`config.mk`:
```
export PLATFORM = sky130hd
export DESIGN_NAME = seg_scan_driver_flat
export DESIGN_NICKNAME = d
export VERILOG_FILES = /design/src/rtl/seg_scan_if.sv /design/src/rtl/seg_scan_driver.sv /design/src/flat_wrapper.sv
export SDC_FILE = /design/constraint.sdc
export NUM_CORES = 1
export LEC_CHECK = 0
export BUFFER_PORTS_ARGS = -buffer_cell sky130_fd_sc_hd__buf_2
export CAP_MARGIN = 0
export CORE_ASPECT_RATIO = 1.5
export CORE_MARGIN = 4
export CORE_UTILIZATION = 45
export DETAILED_ROUTE_END_ITERATION = 12
export GPL_ROUTABILITY_DRIVEN = 0
export PLACE_DENSITY = 0.65
export RECOVER_POWER = 100
export SYNTH_ARGS = -nofsm -noshare
export SYNTH_HDL_FRONTEND = slang
export SYNTH_SLANG_ARGS = --single-unit
export TNS_END_PERCENT = 30
```
`constraint.sdc`:
```
create_clock -name Clk -period 5 [get_ports Clk]
set_input_delay 0.25 -clock Clk [delete_from_list [all_inputs] [get_ports Clk]]
set_output_delay 0.25 -clock Clk [all_outputs]
set_load 0.02 [all_outputs]
```
`src/rtl/seg_scan_if.sv`:
```
// Bus bundle between a display controller and seg_scan_driver: shadow-load
// request with hex value and decimal points, plus the registered scan drive.
interface seg_scan_if #(
  parameter int DIGITS = 4
);
  logic                  Load;
  logic [4*DIGITS-1:0]   Value;
  logic [DIGITS-1:0]     DpMask;
  logic [7:0]            Seg;
  logic [DIGITS-1:0]     An;
  logic                  FrameTick;

  modport master (output Load, Value, DpMask, input Seg, An, FrameTick);
  modport slave  (input Load, Value, DpMask, output Seg, An, FrameTick);
endinterface

```
`src/rtl/seg_scan_driver.sv`:
```
// Multiplexed hex 7-segment scan driver with shadow-loaded value and points.
// Optional macro SEG_LEADING_ZERO_BLANK_EN blanks leading-zero digits (never digit 0).
module seg_scan_driver #(
  parameter int DIGITS   = 4,
  parameter int SCAN_DIV = 50000
) (
  input  logic       Clk,
  input  logic       Reset,
  seg_scan_if.slave  bus
);

  localparam int IDX_W = (DIGITS > 1) ? $clog2(DIGITS) : 1;
  localparam int DIV_W = (SCAN_DIV > 1) ? $clog2(SCAN_DIV) : 1;
  localparam logic [IDX_W-1:0]  IDX_LAST = IDX_W'(DIGITS - 1);
  localparam logic [DIV_W-1:0]  DIV_LAST = DIV_W'(SCAN_DIV - 1);
  localparam logic [DIGITS-1:0] AN_RST   = ~DIGITS'(1);

  logic [DIV_W-1:0]    div_q, div_d;
  logic [IDX_W-1:0]    idx_q, idx_d;
  logic [4*DIGITS-1:0] val_q, val_d;
  logic [DIGITS-1:0]   dp_q, dp_d;
  logic                frame_tick_q, frame_tick_d;
  logic [7:0]          seg_q, seg_d;
  logic [DIGITS-1:0]   an_q, an_d;
  logic                tc;
  logic [3:0]          nib;
  logic                dp_bit;
`ifdef SEG_LEADING_ZERO_BLANK_EN
  logic                zero_above;
  logic                blank_sel;
`endif

  // Segment patterns a..g, active-low.
  function automatic logic [6:0] hex_decode(input logic [3:0] n);
    case (n)
      4'h0: hex_decode = 7'b0000001;
      4'h1: hex_decode = 7'b1001111;
      4'h2: hex_decode = 7'b0010010;
      4'h3: hex_decode = 7'b0000110;
      4'h4: hex_decode = 7'b1001100;
      4'h5: hex_decode = 7'b0100100;
      4'h6: hex_decode = 7'b0100000;
      4'h7: hex_decode = 7'b0001111;
      4'h8: hex_decode = 7'b0000000;
      4'h9: hex_decode = 7'b0000100;
      4'hA: hex_decode = 7'b0001000;
      4'hB: hex_decode = 7'b1100000;
      4'hC: hex_decode = 7'b0110001;
      4'hD: hex_decode = 7'b1000010;
      4'hE: hex_decode = 7'b0110000;
      default: hex_decode = 7'b0111000;
    endcase
  endfunction

  always_comb begin
    val_d = val_q;
    dp_d  = dp_q;
    if (bus.Load) begin
      val_d = bus.Value;
      dp_d  = bus.DpMask;
    end

    tc    = (div_q == DIV_LAST);
    div_d = tc ? '0 : div_q + 1'b1;
    idx_d = idx_q;
    if (tc) idx_d = (idx_q == IDX_LAST) ? '0 : idx_q + 1'b1;
    frame_tick_d = tc && (idx_q == IDX_LAST);

    // Output stage works from the current index, so An and Seg share one cycle of latency.
    nib    = '0;
    dp_bit = 1'b0;
    an_d   = '1;
`ifdef SEG_LEADING_ZERO_BLANK_EN
    zero_above = 1'b1;
    blank_sel  = 1'b0;
    for (int i = DIGITS - 1; i >= 1; i--) begin
      zero_above = zero_above && (val_q[4*i +: 4] == 4'h0);
      if (idx_q == IDX_W'(i)) blank_sel = zero_above;
    end
`endif
    for (int i = 0; i < DIGITS; i++) begin
      if (idx_q == IDX_W'(i)) begin
        nib     = val_q[4*i +: 4];
        dp_bit  = dp_q[i];
        an_d[i] = 1'b0;
      end
    end
    seg_d = {hex_decode(nib), ~dp_bit};
`ifdef SEG_LEADING_ZERO_BLANK_EN
    if (blank_sel) seg_d[7:1] = 7'b1111111;
`endif
  end

  always_ff @(posedge Clk) begin
    if (!Reset) begin
      div_q        <= '0;
      idx_q        <= '0;
      val_q        <= '0;
      dp_q         <= '0;
      frame_tick_q <= 1'b0;
      seg_q        <= 8'b11111110;
      an_q         <= AN_RST;
    end else begin
      div_q        <= div_d;
      idx_q        <= idx_d;
      val_q        <= val_d;
      dp_q         <= dp_d;
      frame_tick_q <= frame_tick_d;
      seg_q        <= seg_d;
      an_q         <= an_d;
    end
  end

  assign bus.Seg       = seg_q;
  assign bus.An        = an_q;
  assign bus.FrameTick = frame_tick_q;

endmodule

```
`src/flat_wrapper.sv`:
```
// flat-port wrapper written by rule: the top's interface ports become plain ports
module seg_scan_driver_flat 
#(
  parameter int DIGITS   = 4,
  parameter int SCAN_DIV = 50000
)
  (Clk, Reset, bus_Load, bus_Value, bus_DpMask, bus_Seg, bus_An, bus_FrameTick);
  seg_scan_if #(.DIGITS(DIGITS)) bus_i ();
  input  logic Clk;
  input  logic Reset;
  input wire logic [$bits(bus_i.Load)-1:0] bus_Load;
  input wire logic [$bits(bus_i.Value)-1:0] bus_Value;
  input wire logic [$bits(bus_i.DpMask)-1:0] bus_DpMask;
  output wire logic [$bits(bus_i.Seg)-1:0] bus_Seg;
  output wire logic [$bits(bus_i.An)-1:0] bus_An;
  output wire logic [$bits(bus_i.FrameTick)-1:0] bus_FrameTick;
  assign bus_i.Load = bus_Load;
  assign bus_i.Value = bus_Value;
  assign bus_i.DpMask = bus_DpMask;
  assign bus_Seg = bus_i.Seg;
  assign bus_An = bus_i.An;
  assign bus_FrameTick = bus_i.FrameTick;
  seg_scan_driver #(.DIGITS(DIGITS), .SCAN_DIV(SCAN_DIV)) u_core (.Clk(Clk), .Reset(Reset), .bus(bus_i));
endmodule
```
==> Word-level counts from Yosys, hierarchy flattened <==
Memories as Yosys holds them, arrays and structs flattened. A register that Yosys moved wholly into a read port is not among the register bits.
Cells that the tools add are included.
{ "classes": {"eq_ne": 4, "muxes": 13, "n_bitwise": 2, "reduce_logical": 4, "addsub": 2} }
{ "ops": {"columns": ["cell", "n"], "rows": [
  ["adder 16 x 1 -> 16 bit (second input constant)", 1],
  ["== test 16 bit (second input constant)", 1],
  ["two-way mux 4 bit", 4],
  ["two-way mux 1 bit", 8],
  ["== test 2 bit (second input constant)", 2],
  ["adder 2 x 1 -> 2 bit (second input constant)", 1],
  ["== test 2 x 1 -> 1 bit (second input constant)", 1],
  ["logical NOT 2 bit", 1],
  ["two-way mux 2 bit", 1],
  ["NOT 1 bit", 2],
  ["OR reduction 2 bit", 1],
  ["logical AND 1 bit", 1],
  ["logical NOT 1 bit", 1]
]} }
{ "word_totals": {"output_inout_bits": 13, "reg_bits": 51, "n_memories": 1, "romBits": 112, "elab_cells": 33, "input_bits": 23} }
{ "memory_table": {"columns": ["name", "depth", "width", "rd", "rd_clocked_by_memory_dff", "wr", "line_no", "source"], "rows": [
  ["(no name shown)", 16, 7, 1, 1, 0, "seg_scan_driver.sv:35", "case (n)"]
]} }

==> Longest topological paths before layout <==
Gate-level depths: netlist of the first run.
{ "depth": {"ltp_word": 6, "mapped_depth": 10} }

==> Worst setup path after synthesis of the first run <==
Ideal clock, no wire load.
{ "synth_timing": {"path_kind": "flip-flop to flip-flop", "from": "register u_core.idx_q[0]", "to": "register u_core.seg_q[6], in the netlist u_core.bus.Seg[6]", "setup_ps": 122, "n_path_buf": 1, "required_time_ps": 4878, "setup_slack_ps": 2955, "arrival_time_ps": 1924, "stages_incl_launch_ff": 9, "cell_sequence": "dfxtp_1 > inv_1 > ha_1 > buf_2 > a211oi_1 > a211oi_4 > inv_1 > ha_1 > a221o_1"} }
{ "synth_via": {"elab_chain_cells": 5, "elab_cells_between_ends": 8} }
{ "synth_rtl": {"columns": ["item", "line_no", "source"], "rows": [
  ["start: declaration", "seg_scan_driver.sv:19", "logic [IDX_W-1:0] idx_q, idx_d;"],
  ["start signal: assignment", "seg_scan_driver.sv:105", "idx_q <= idx_d;"],
  ["logical NOT 2 bit", "seg_scan_driver.sv:82", "if (idx_q == IDX_W'(i)) begin"],
  ["two-way mux 4 bit (3 in a row)", "seg_scan_driver.sv:82", null],
  ["two-way mux 4 bit (*)", "seg_scan_driver.sv:82", null],
  ["end: declaration", "seg_scan_driver.sv:23", "logic [7:0] seg_q, seg_d;"]
]} }
Every way passes the cells marked *; elsewhere a longest branch is shown, timed or not.
A chain may end at the register's enable or synchronous reset.

==> Worst setup path after layout of the first run <==
Same ends and word-level chain as after synthesis.

==> results.sh, run 1 <==
export IMPL_fp_dieW_um=67.8
export IMPL_synthAdderAreaFrac=0.0570
export IMPL_grt_max_degree=31
export IMPL_layout_setup_ws_ns=2.38
export IMPL_slew_headroom=0.398
export IMPL_grt_pass1_wl_um=7640
export IMPL_syn2layout_area_growth_pct=9.53
export IMPL_rows=32
export IMPL_drt_iter0_markers=48
export IMPL_synthTopCellsByCount="dfxtp_1 (51), nor2_1 (37), mux2i_1 (27), ha_1 (11), inv_1 (10)"
export IMPL_hold_class="input port to register"
export IMPL_crit_buf_inv=1
export IMPL_syn_instance_count=248
export IMPL_cellLeakagePower_nw=1.10
export IMPL_fin_area_um2=2650
export IMPL_min_from="bus_Value[6]"
export IMPL_finalHoldViolCount=0
export IMPL_ctsResizeCount=0
export IMPL_synth_top_family_by_area="simple AND/OR/NAND/NOR gates"
export IMPL_synth_seq_area_share=0.423
export IMPL_min_to="u_core.val_q[6]"
export IMPL_synth_simple_area_share=0.215
export IMPL_ys_flop_type="dfxtp_1"
export IMPL_synthDistinctLibCells=46
export IMPL_worst_skew_pair_late_latency_ns=0.31
export IMPL_synthMuxAreaShare=0.112
export IMPL_critPathKind="register to register"
export IMPL_max_vdd_ir_drop_v=0.000150
export IMPL_port_buffers=35
export IMPL_drive_above_1_share=0.134
export IMPL_cp_end_kind="register"
export IMPL_grt_usage=0.151
export IMPL_hold_path_depth=3
export IMPL_cpMaxStageDelayCell="a211oi_1"
export IMPL_r2r_cells=6
export IMPL_critical_path_arrival_ns=2.82
export IMPL_run_status="completed"
export IMPL_path_max_fanout=16
export IMPL_syn_nets=282
export IMPL_num_vias=1800
export IMPL_holdBufCountCts=0
export IMPL_power_mw=0.746
export IMPL_grt_pass1_vias=1661
export IMPL_rsz0062_at_grt="no"
export IMPL_num_antenna_cells=0
export IMPL_worst_slew_pin_slew_ns=0.901
export IMPL_r2r_start="u_core.idx_q[0]"
export IMPL_start_util=0.468
export IMPL_core_um2=5160
export IMPL_first_pass_iters=4
export IMPL_startpoint_type="register"
export IMPL_slowest_delay_ns=0.62
export IMPL_cts_tree="done"
export IMPL_nNetsFinal=310
export IMPL_power_density_nw_per_um2=282
export IMPL_cts_max_path_buffers=2
export IMPL_setup_viol=0
export IMPL_final_core_util=0.512
export IMPL_numCtsBuffers=5
export IMPL_cts_htree_levels=2
export IMPL_synth_xor_area_share=0.0363
export IMPL_startpoint="u_core.idx_q[0]"
export IMPL_reg2reg_to="u_core.bus.Seg[6]"
export IMPL_skew_ns=0.0101
export IMPL_synth_most_common_cell="dfxtp_1"
export IMPL_antenna_found_initial=0
export IMPL_rrSetupSlack_ns=2.38
export IMPL_path_cells="ha_1 -> a211oi_1 -> a211oi_1 -> inv_1 -> ha_1 -> a221o_1"
export IMPL_cts_sinks=51
export IMPL_crit_family="compound AO/OA/AOI/OAI gates"
export IMPL_viasPerCell=5.22
export IMPL_ys_seq_elements=51
export IMPL_place_area_um2=2590
export IMPL_wirelength_um=4700
export IMPL_gr_total_overflow=0
export IMPL_clkTransAtPathRegs_ns=0.09
export IMPL_netlist_area_um2=2420
export IMPL_slew_violations=0
export IMPL_period_minus_slack_ns=2.62
export IMPL_synth_compound_area_frac=0.105
export IMPL_io_pin_count=36
export IMPL_fin_crit_sh=0.524
export IMPL_wl_per_cell_um=13.6
export IMPL_clock_fmax_mhz=382
export IMPL_final_antenna_net_count=0
export IMPL_yosysTopAreaCell="dfxtp_1"
export IMPL_die_height_um=97.7
export IMPL_post_cts_buffers=0
export IMPL_finalSetupTns_ns=0
export IMPL_synth_edff_count=0
export IMPL_max_cap_violations=0
export IMPL_async_reset_ff_frac=0
export IMPL_drc=0
export IMPL_dp_hpwl_um=3490
export IMPL_synth_area_top_cells="dfxtp_1 (42%), mux2i_1 (11%), nor2_1 (5.7%), ha_1 (5.7%), xor2_1 (2.2%)"
export IMPL_pre_cts_slack_ns=2.68
export IMPL_yosysTopAreaCellShare=0.423
export IMPL_die_area_um2=6630
export IMPL_syn_area_per_cell_um2=9.74
export IMPL_crit_required_ns=5.20
export IMPL_ys_warn_count=0
export IMPL_cts_root_buf="clkbuf_8"
## sequential cells by signal, indices dropped and copies added, names as in the netlist
name,flops
u_core.dp_q,4
u_core.div_q,16
u_core.bus.Seg,8
u_core.val_q,16
u_core.bus.An,4
u_core.idx_q,2
u_core.bus.FrameTick,1
## report_power, final
| part | switching (mW) | total [mW] | internal, mW | leakage [nW] |
|---|---|---|---|---|
| Combinational | 0.0440 | 0.0773 | 0.0333 | 0.640 |
| Sequential | 0.00922 | 0.433 | 0.424 | 0.418 |
| Clock | 0.138 | 0.236 | 0.0976 | 0.0402 |
## per-layer routing
metal  track usage  part of all wire  up-vias
met5             0                 0        -
met1         0.180              0.43      833
met2         0.251              0.52       32
met4        0.0689             0.016        0
met3        0.0311             0.035        6
li1              -                 -      929
## layout make-up
class                   instances  area, µm²
well taps                      68       85.1
fillers                       505       2520
clock inverters                 3       20.0
inverters                      10       37.5
multi-input cells             173       1260
repair buffers                 35        158
flip-flops and latches         51       1020
clock buffers                   5       68.8
## how the worst max path moves through the flow
| stage | to | depth (start not counted) | slack (ns) |
|---|---|---|---|
| final | u_core.bus.Seg[6] | 6 | 2.38 |
| after global routing | u_core.bus.Seg[7] | 7 | 2.15 |
| after CTS | u_core.bus.Seg[6] | 6 | 2.65 |
| after detailed placement | u_core.bus.Seg[6] | 6 | 2.68 |
| after global placement | u_core.bus.Seg[6] | 6 | 2.75 |
| after floorplan | u_core.bus.Seg[6] | 8 | 2.95 |
## worst reg2reg max path, delay by kind of cell (launching register included)
kind,cells,cell delay (ns)
AO/OA/AOI/OAI,3,1.02
adder cells (fa/ha/maj),2,0.87
buffers and inverters,1,0.21
flip-flops,1,0.42
## cells in the final DEF, fill, tap and decap left out, types with 2 or more instances in the layout
cell,count
nor4b_1,2
clkbuf_8,5
nor2_1,37
xnor2_1,4
a211oi_1,4
dfxtp_1,51
and3_1,4
nand4_1,6
a31oi_1,2
clkinvlp_4,2
inv_1,10
nor3b_1,3
nand2_1,9
or3_1,5
nand3b_1,5
nor2b_1,3
nor4_1,2
buf_2,21
a211o_1,3
nand3_1,6
and4_1,2
clkbuf_1,14
mux2i_1,27
a21oi_1,8
o21ai_0,5
ha_1,11
xor2_1,6
## metrics by stage
| step | std cells | hold WS [ns] |
|---|---|---|
| finish | 345 | 0.173 |
| global route | 345 | 0.183 |
| CTS | 345 | 0.162 |
| detailed placement | 337 | 0.437 |
| global placement | 337 | 0.425 |
| floorplan | 248 | 0.397 |
## kinds of logic after synthesis
group	Yosys count
adders and majority gates	11
and+or+nand+nor	92
buffers and inverters	24
DFF	51
xor gates and xnor gates	10
muxes	27
AOI/OAI and AO/OA	33
No activity file was read; power rests on OpenSTA's default activity.
==> inputs of run 2 (changes only) <==
- clock period: 5 -> 2.61 ns (I/O delays scaled with it)
==> run 2 against run 1 <==
Net effect:
- non-clock buffer count unchanged
- setup slack got worse by 2.1 ns
- clock-buffer cell count increased by 1
- clock power increased by 100%
- cell area increased by 0.85%
- critical path depth unchanged
- die area unchanged
- first-iteration DRC count increased by 29%
- power increased by 95%
- via count decreased by 1.1%
- critical endpoint unchanged
- largest power group unchanged
==> results.sh, run 2 (synthesis gave the netlist of run 1 again) <==
export IMPL_final_common_cell="dfxtp_1"
export IMPL_cp_end_kind="register"
export IMPL_clkTransAtPathRegs_ns=0.09
export IMPL_final_core_util=0.517
export IMPL_startpoint_type="register"
export IMPL_dp_hpwl_um=3440
export IMPL_path_common_cell="ha_1"
export IMPL_finalHoldViolCount=0
export IMPL_place_area_um2=2590
export IMPL_max_cap_violations=0
export IMPL_clock_fmax_mhz=434
export IMPL_max_vdd_ir_drop_v=0.000363
export IMPL_cellLeakagePower_nw=1.11
export IMPL_wl_per_cell_um=13.4
export IMPL_fin_crit_sh=0.884
export IMPL_fin_area_um2=2670
export IMPL_hold_path_depth=3
export IMPL_critical_path_arrival_ns=2.50
export IMPL_viasPerCell=5.16
export IMPL_finalSetupTns_ns=0
export IMPL_reg2reg_to="u_core.bus.Seg[6]"
export IMPL_path_max_fanout=16
export IMPL_drive_above_1_share=0.137
export IMPL_period_minus_slack_ns=2.31
export IMPL_num_antenna_cells=0
export IMPL_core_um2=5160
export IMPL_final_cell_mix="dfxtp_1 (51), nor2_1 (37), mux2i_1 (27), buf_2 (21), clkbuf_1 (14)"
export IMPL_skew_ns=0.0102
export IMPL_power_mw=1.46
export IMPL_setup_viol=0
export IMPL_slew_violations=0
export IMPL_slowest_delay_ns=0.50
export IMPL_cpMaxStageDelayCell="ha_1"
export IMPL_nNetsFinal=310
export IMPL_num_vias=1780
export IMPL_grt_max_degree=31
export IMPL_io_pin_count=36
export IMPL_gr_total_overflow=0
export IMPL_antenna_found_initial=0
export IMPL_min_from="bus_Value[7]"
export IMPL_grt_pass1_vias=1616
export IMPL_path_cells="ha_1 -> a211oi_1 -> a211oi_4 -> inv_1 -> ha_1 -> a221o_1"
export IMPL_r2r_start="u_core.idx_q[0]"
export IMPL_rsz0062_at_grt="no"
export IMPL_port_buffers=35
export IMPL_crit_buf_inv=1
export IMPL_rows=32
export IMPL_first_pass_iters=4
export IMPL_holdBufCountCts=0
export IMPL_rrSetupSlack_ns=0.30
export IMPL_slew_headroom=0.392
export IMPL_critPathKind="register to register"
export IMPL_crit_required_ns=2.80
export IMPL_syn2layout_area_growth_pct=10.5
export IMPL_power_density_nw_per_um2=546
export IMPL_ctsResizeCount=0
export IMPL_cts_max_path_buffers=2
export IMPL_post_cts_buffers=0
export IMPL_die_height_um=97.7
export IMPL_numCtsBuffers=5
export IMPL_hold_class="input port to register"
export IMPL_cts_htree_levels=2
export IMPL_fp_dieW_um=67.8
export IMPL_run_status="completed"
export IMPL_final_antenna_net_count=0
export IMPL_grt_pass1_wl_um=7530
export IMPL_worst_slew_pin_slew_ns=0.912
export IMPL_wirelength_um=4630
export IMPL_die_area_um2=6630
export IMPL_grt_usage=0.146
export IMPL_start_util=0.468
export IMPL_hold_slack_ns=0.0557
export IMPL_r2r_cells=6
export IMPL_cts_tree="done"
export IMPL_drt_iter0_markers=62
export IMPL_min_to="u_core.val_q[7]"
export IMPL_crit_family="compound AO/OA/AOI/OAI gates"
export IMPL_worst_skew_pair_late_latency_ns=0.31
export IMPL_drc=0
export IMPL_cts_root_buf="clkbuf_8"
export IMPL_cts_sinks=51
run 2: cell count changes in the layout (fill, tap and decap cells not counted):
cell        previous run  this run
a211oi_4               1         2
a211oi_1               4         3
clkbuf_8               5         6
clkinvlp_4             2         1
o21ai_1                1         0
clkinv_4               0         1
clkinv_2               1         0
o21ai_0                5         6
run 2: final cells by class:
type                            instances  area [µm²]
Clock buffer                            6        82.6
Clock inverter                          2        16.3
Fill cell                             512        2500
Inverter                               10        37.5
Multi-Input combinational cell        173        1270
Sequential cell                        51        1020
Tap cell                               68        85.1
Timing Repair Buffer                   35         158
run 2: metal layers:
metal  vias to the layer above  part of all wire  track usage
met5                         -                 0            0
met4                         0             0.015       0.0505
met3                         6             0.035       0.0334
met2                        25              0.51        0.243
met1                       827              0.44        0.180
li1                        922                 -            -
run 2: worst max-delay path by stage:
stage / from / slack (ns) / to / cells after the start
global route: u_core.idx_q[0] / 0.12 / u_core.bus.Seg[6] / 6
finish: u_core.idx_q[0] / 0.30 / u_core.bus.Seg[6] / 6
global placement: u_core.idx_q[0] / 0.36 / u_core.bus.Seg[6] / 6
detailed placement: u_core.idx_q[0] / 0.28 / u_core.bus.Seg[6] / 6
CTS: u_core.idx_q[0] / 0.27 / u_core.bus.Seg[6] / 6
floorplan: u_core.idx_q[0] / 0.56 / u_core.bus.Seg[6] / 8
run 2: power breakdown:
group | leakage [nW] | switching (mW) | total [mW] | internal [mW]
sequential | 0.418 | 0.0175 | 0.830 | 0.812
combinational | 0.642 | 0.0852 | 0.150 | 0.0646
clock | 0.0474 | 0.261 | 0.477 | 0.217
run 2: worst reg2reg max path: cells and delay by family, from the launching register on:
kind	cells	cell delay, ns
compound gates	3	0.83
fa+ha+maj	2	0.82
buf+inv	1	0.15
flops	1	0.40
run 2: stage by stage:
step	worst slack, ns	std cells
floorplan	0.565	248
global placement	0.362	337
detailed placement	0.284	337
CTS	0.271	345
global route	0.122	345
finish	0.304	345
==> inputs of run 3 (changes only) <==
- CORE_ASPECT_RATIO: 1.5 -> default
- CORE_UTILIZATION: 45 -> 35
- PLACE_DENSITY: 0.65 -> default
==> run 3 against run 2 <==
Net effect:
- sequential share of layout area fell by 0.50 points
- fmax fell by 3.7%
- register-to-register slack got worse by 0.09 ns
- critical endpoint unchanged
==> results.sh, run 3 (synthesis gave the netlist of run 1 again) <==
export IMPL_grt_pass1_vias=1734
export IMPL_slew_headroom=0.403
export IMPL_wl_per_cell_um=13.6
export IMPL_io_pin_count=36
export IMPL_pwr_share_seq=0.533
export IMPL_final_common_cell="dfxtp_1"
export IMPL_pre_cts_slack_ns=0.221
export IMPL_combPwrFrac=0.098
export IMPL_drive_above_1_share=0.141
export IMPL_grt_max_degree=31
export IMPL_drt_iter0_markers=79
export IMPL_cts_htree_levels=2
export IMPL_power_switching_mw=0.370
export IMPL_internal_power_mw=1.19
export IMPL_drc=0
export IMPL_post_cts_buffers=0
export IMPL_rows=30
export IMPL_critPathKind="register to register"
export IMPL_die_area_um2=8300
export IMPL_grt_pass1_wl_um=8460
export IMPL_startpoint_type="register"
export IMPL_clkTransAtPathRegs_ns=0.09
export IMPL_r2r_cells=6
export IMPL_reg2reg_to="u_core.bus.Seg[6]"
export IMPL_clkPwrFrac=0.370
export IMPL_die_height_um=91.1
export IMPL_grt_usage=0.125
export IMPL_finalSetupTns_ns=0
export IMPL_cp_end_kind="register"
export IMPL_viasPerCell=4.98
export IMPL_fin_crit_sh=0.918
export IMPL_gr_total_overflow=0
export IMPL_critical_path_arrival_ns=2.59
export IMPL_setup_viol=0
export IMPL_min_to="u_core.val_q[11]"
export IMPL_min_from="bus_Value[11]"
export IMPL_fin_area_um2=2700
export IMPL_r2r_start="u_core.idx_q[0]"
export IMPL_hold_class="input port to register"
export IMPL_cts_sinks=51
export IMPL_worst_slew_pin_slew_ns=0.895
export IMPL_fin_cells=357
export IMPL_final_antenna_net_count=0
export IMPL_start_util=0.358
export IMPL_port_buffers=35
export IMPL_cts_root_buf="clkbuf_8"
export IMPL_period_minus_slack_ns=2.39
export IMPL_rrSetupSlack_ns=0.22
export IMPL_num_antenna_cells=0
export IMPL_max_cap_violations=0
export IMPL_hold_path_depth=3
export IMPL_worst_skew_pair_late_latency_ns=0.31
export IMPL_path_max_fanout=16
export IMPL_cts_tree="done"
export IMPL_swShare=0.237
export IMPL_fp_dieW_um=91.1
export IMPL_finalHoldViolCount=0
export IMPL_nFillCells=675
export IMPL_final_cell_mix="dfxtp_1 (51), nor2_1 (37), mux2i_1 (27), buf_2 (22), clkbuf_1 (13)"
export IMPL_numCtsBuffers=5
export IMPL_cellLeakagePower_nw=1.12
export IMPL_power_density_nw_per_um2=576
export IMPL_holdBufCountCts=0
export IMPL_rsz0062_at_grt="no"
export IMPL_final_core_util=0.400
export IMPL_syn2layout_area_growth_pct=11.9
export IMPL_max_vdd_ir_drop_v=0.000291
export IMPL_cts_max_path_buffers=2
export IMPL_core_um2=6760
export IMPL_place_area_um2=2600
export IMPL_dp_cells=349
export IMPL_num_vias=1779
export IMPL_skew_ns=0.00950
export IMPL_first_pass_iters=4
export IMPL_dp_hpwl_um=3450
export IMPL_slew_violations=0
export IMPL_nNetsFinal=310
export IMPL_wirelength_um=4850
export IMPL_ctsResizeCount=0
export IMPL_layout_setup_ws_ns=0.215
export IMPL_clock_fmax_mhz=418
export IMPL_antenna_found_initial=0
export IMPL_crit_required_ns=2.81
export IMPL_run_status="completed"
-- run 3: changes by cell type in the layout (fill, tap and decap cells not counted) --
cell / delta
bufinv_16: +1
clkinvlp_4: -1
clkinv_2: +1
o21ai_1: +1
buf_2: +1
o21ai_0: -1
clkinv_4: -1
clkbuf_1: -1
-- run 3: cell type report --
| cell class | count | area, µm² | area share |
|---|---|---|---|
| well taps | 80 | 100 | 0.0370 |
| clock inverters | 2 | 35.0 | 0.0130 |
| clock buffers | 6 | 82.6 | 0.0305 |
| flip-flops and latches | 51 | 1020 | 0.378 |
| repair buffers | 35 | 159 | 0.0588 |
| multi-input cells | 173 | 1270 | 0.469 |
| inverters | 10 | 37.5 | 0.0139 |
-- run 3: critical path, stage by stage (launching register included) --
cell and delay [ns]:
dfxtp_1 0.40, ha_1 0.54, a211oi_1 0.16, a211oi_4 0.39, inv_1 0.16, ha_1 0.32, a221o_1 0.31
-- run 3: through the flow --
step	hold slack [ns]	total power, mW
detailed placement	0.372	1.00
finish	0.0536	1.56
CTS	0.0492	1.58
floorplan	0.277	0.955
global route	0.0543	1.63
global placement	0.363	1.00
-- run 3: routing by layer --
layer	GRT usage	vias to the layer above	routed length [µm]
li1	-	923	-
met1	0.174	809	2560
met2	0.181	40	1960
met3	0.0414	7	263
met4	0.0389	0	57
met5	0	-	0
-- run 3: worst max path at each step --
stage	start	endpoint	slack [ns]	depth (start not counted)
after CTS	u_core.idx_q[0]	u_core.bus.Seg[6]	0.23	6
after global routing	u_core.idx_q[0]	u_core.bus.Seg[7]	0.03	7
after floorplan	u_core.idx_q[0]	u_core.bus.Seg[6]	0.56	8
final	u_core.idx_q[0]	u_core.bus.Seg[6]	0.22	6
after global placement	u_core.idx_q[0]	u_core.bus.Seg[6]	0.36	6
after detailed placement	u_core.idx_q[0]	u_core.bus.Seg[6]	0.22	6
-- run 3: power by group through the flow --
stage	combinational (mW)	sequential, mW	clock (mW)
6_report	0.152	0.830	0.576
2_1_floorplan	0.0968	0.859	0
3_3_place_gp	0.154	0.848	0
3_5_place_dp	0.157	0.848	0
5_1_grt	0.172	0.835	0.622
4_1_cts	0.157	0.830	0.595
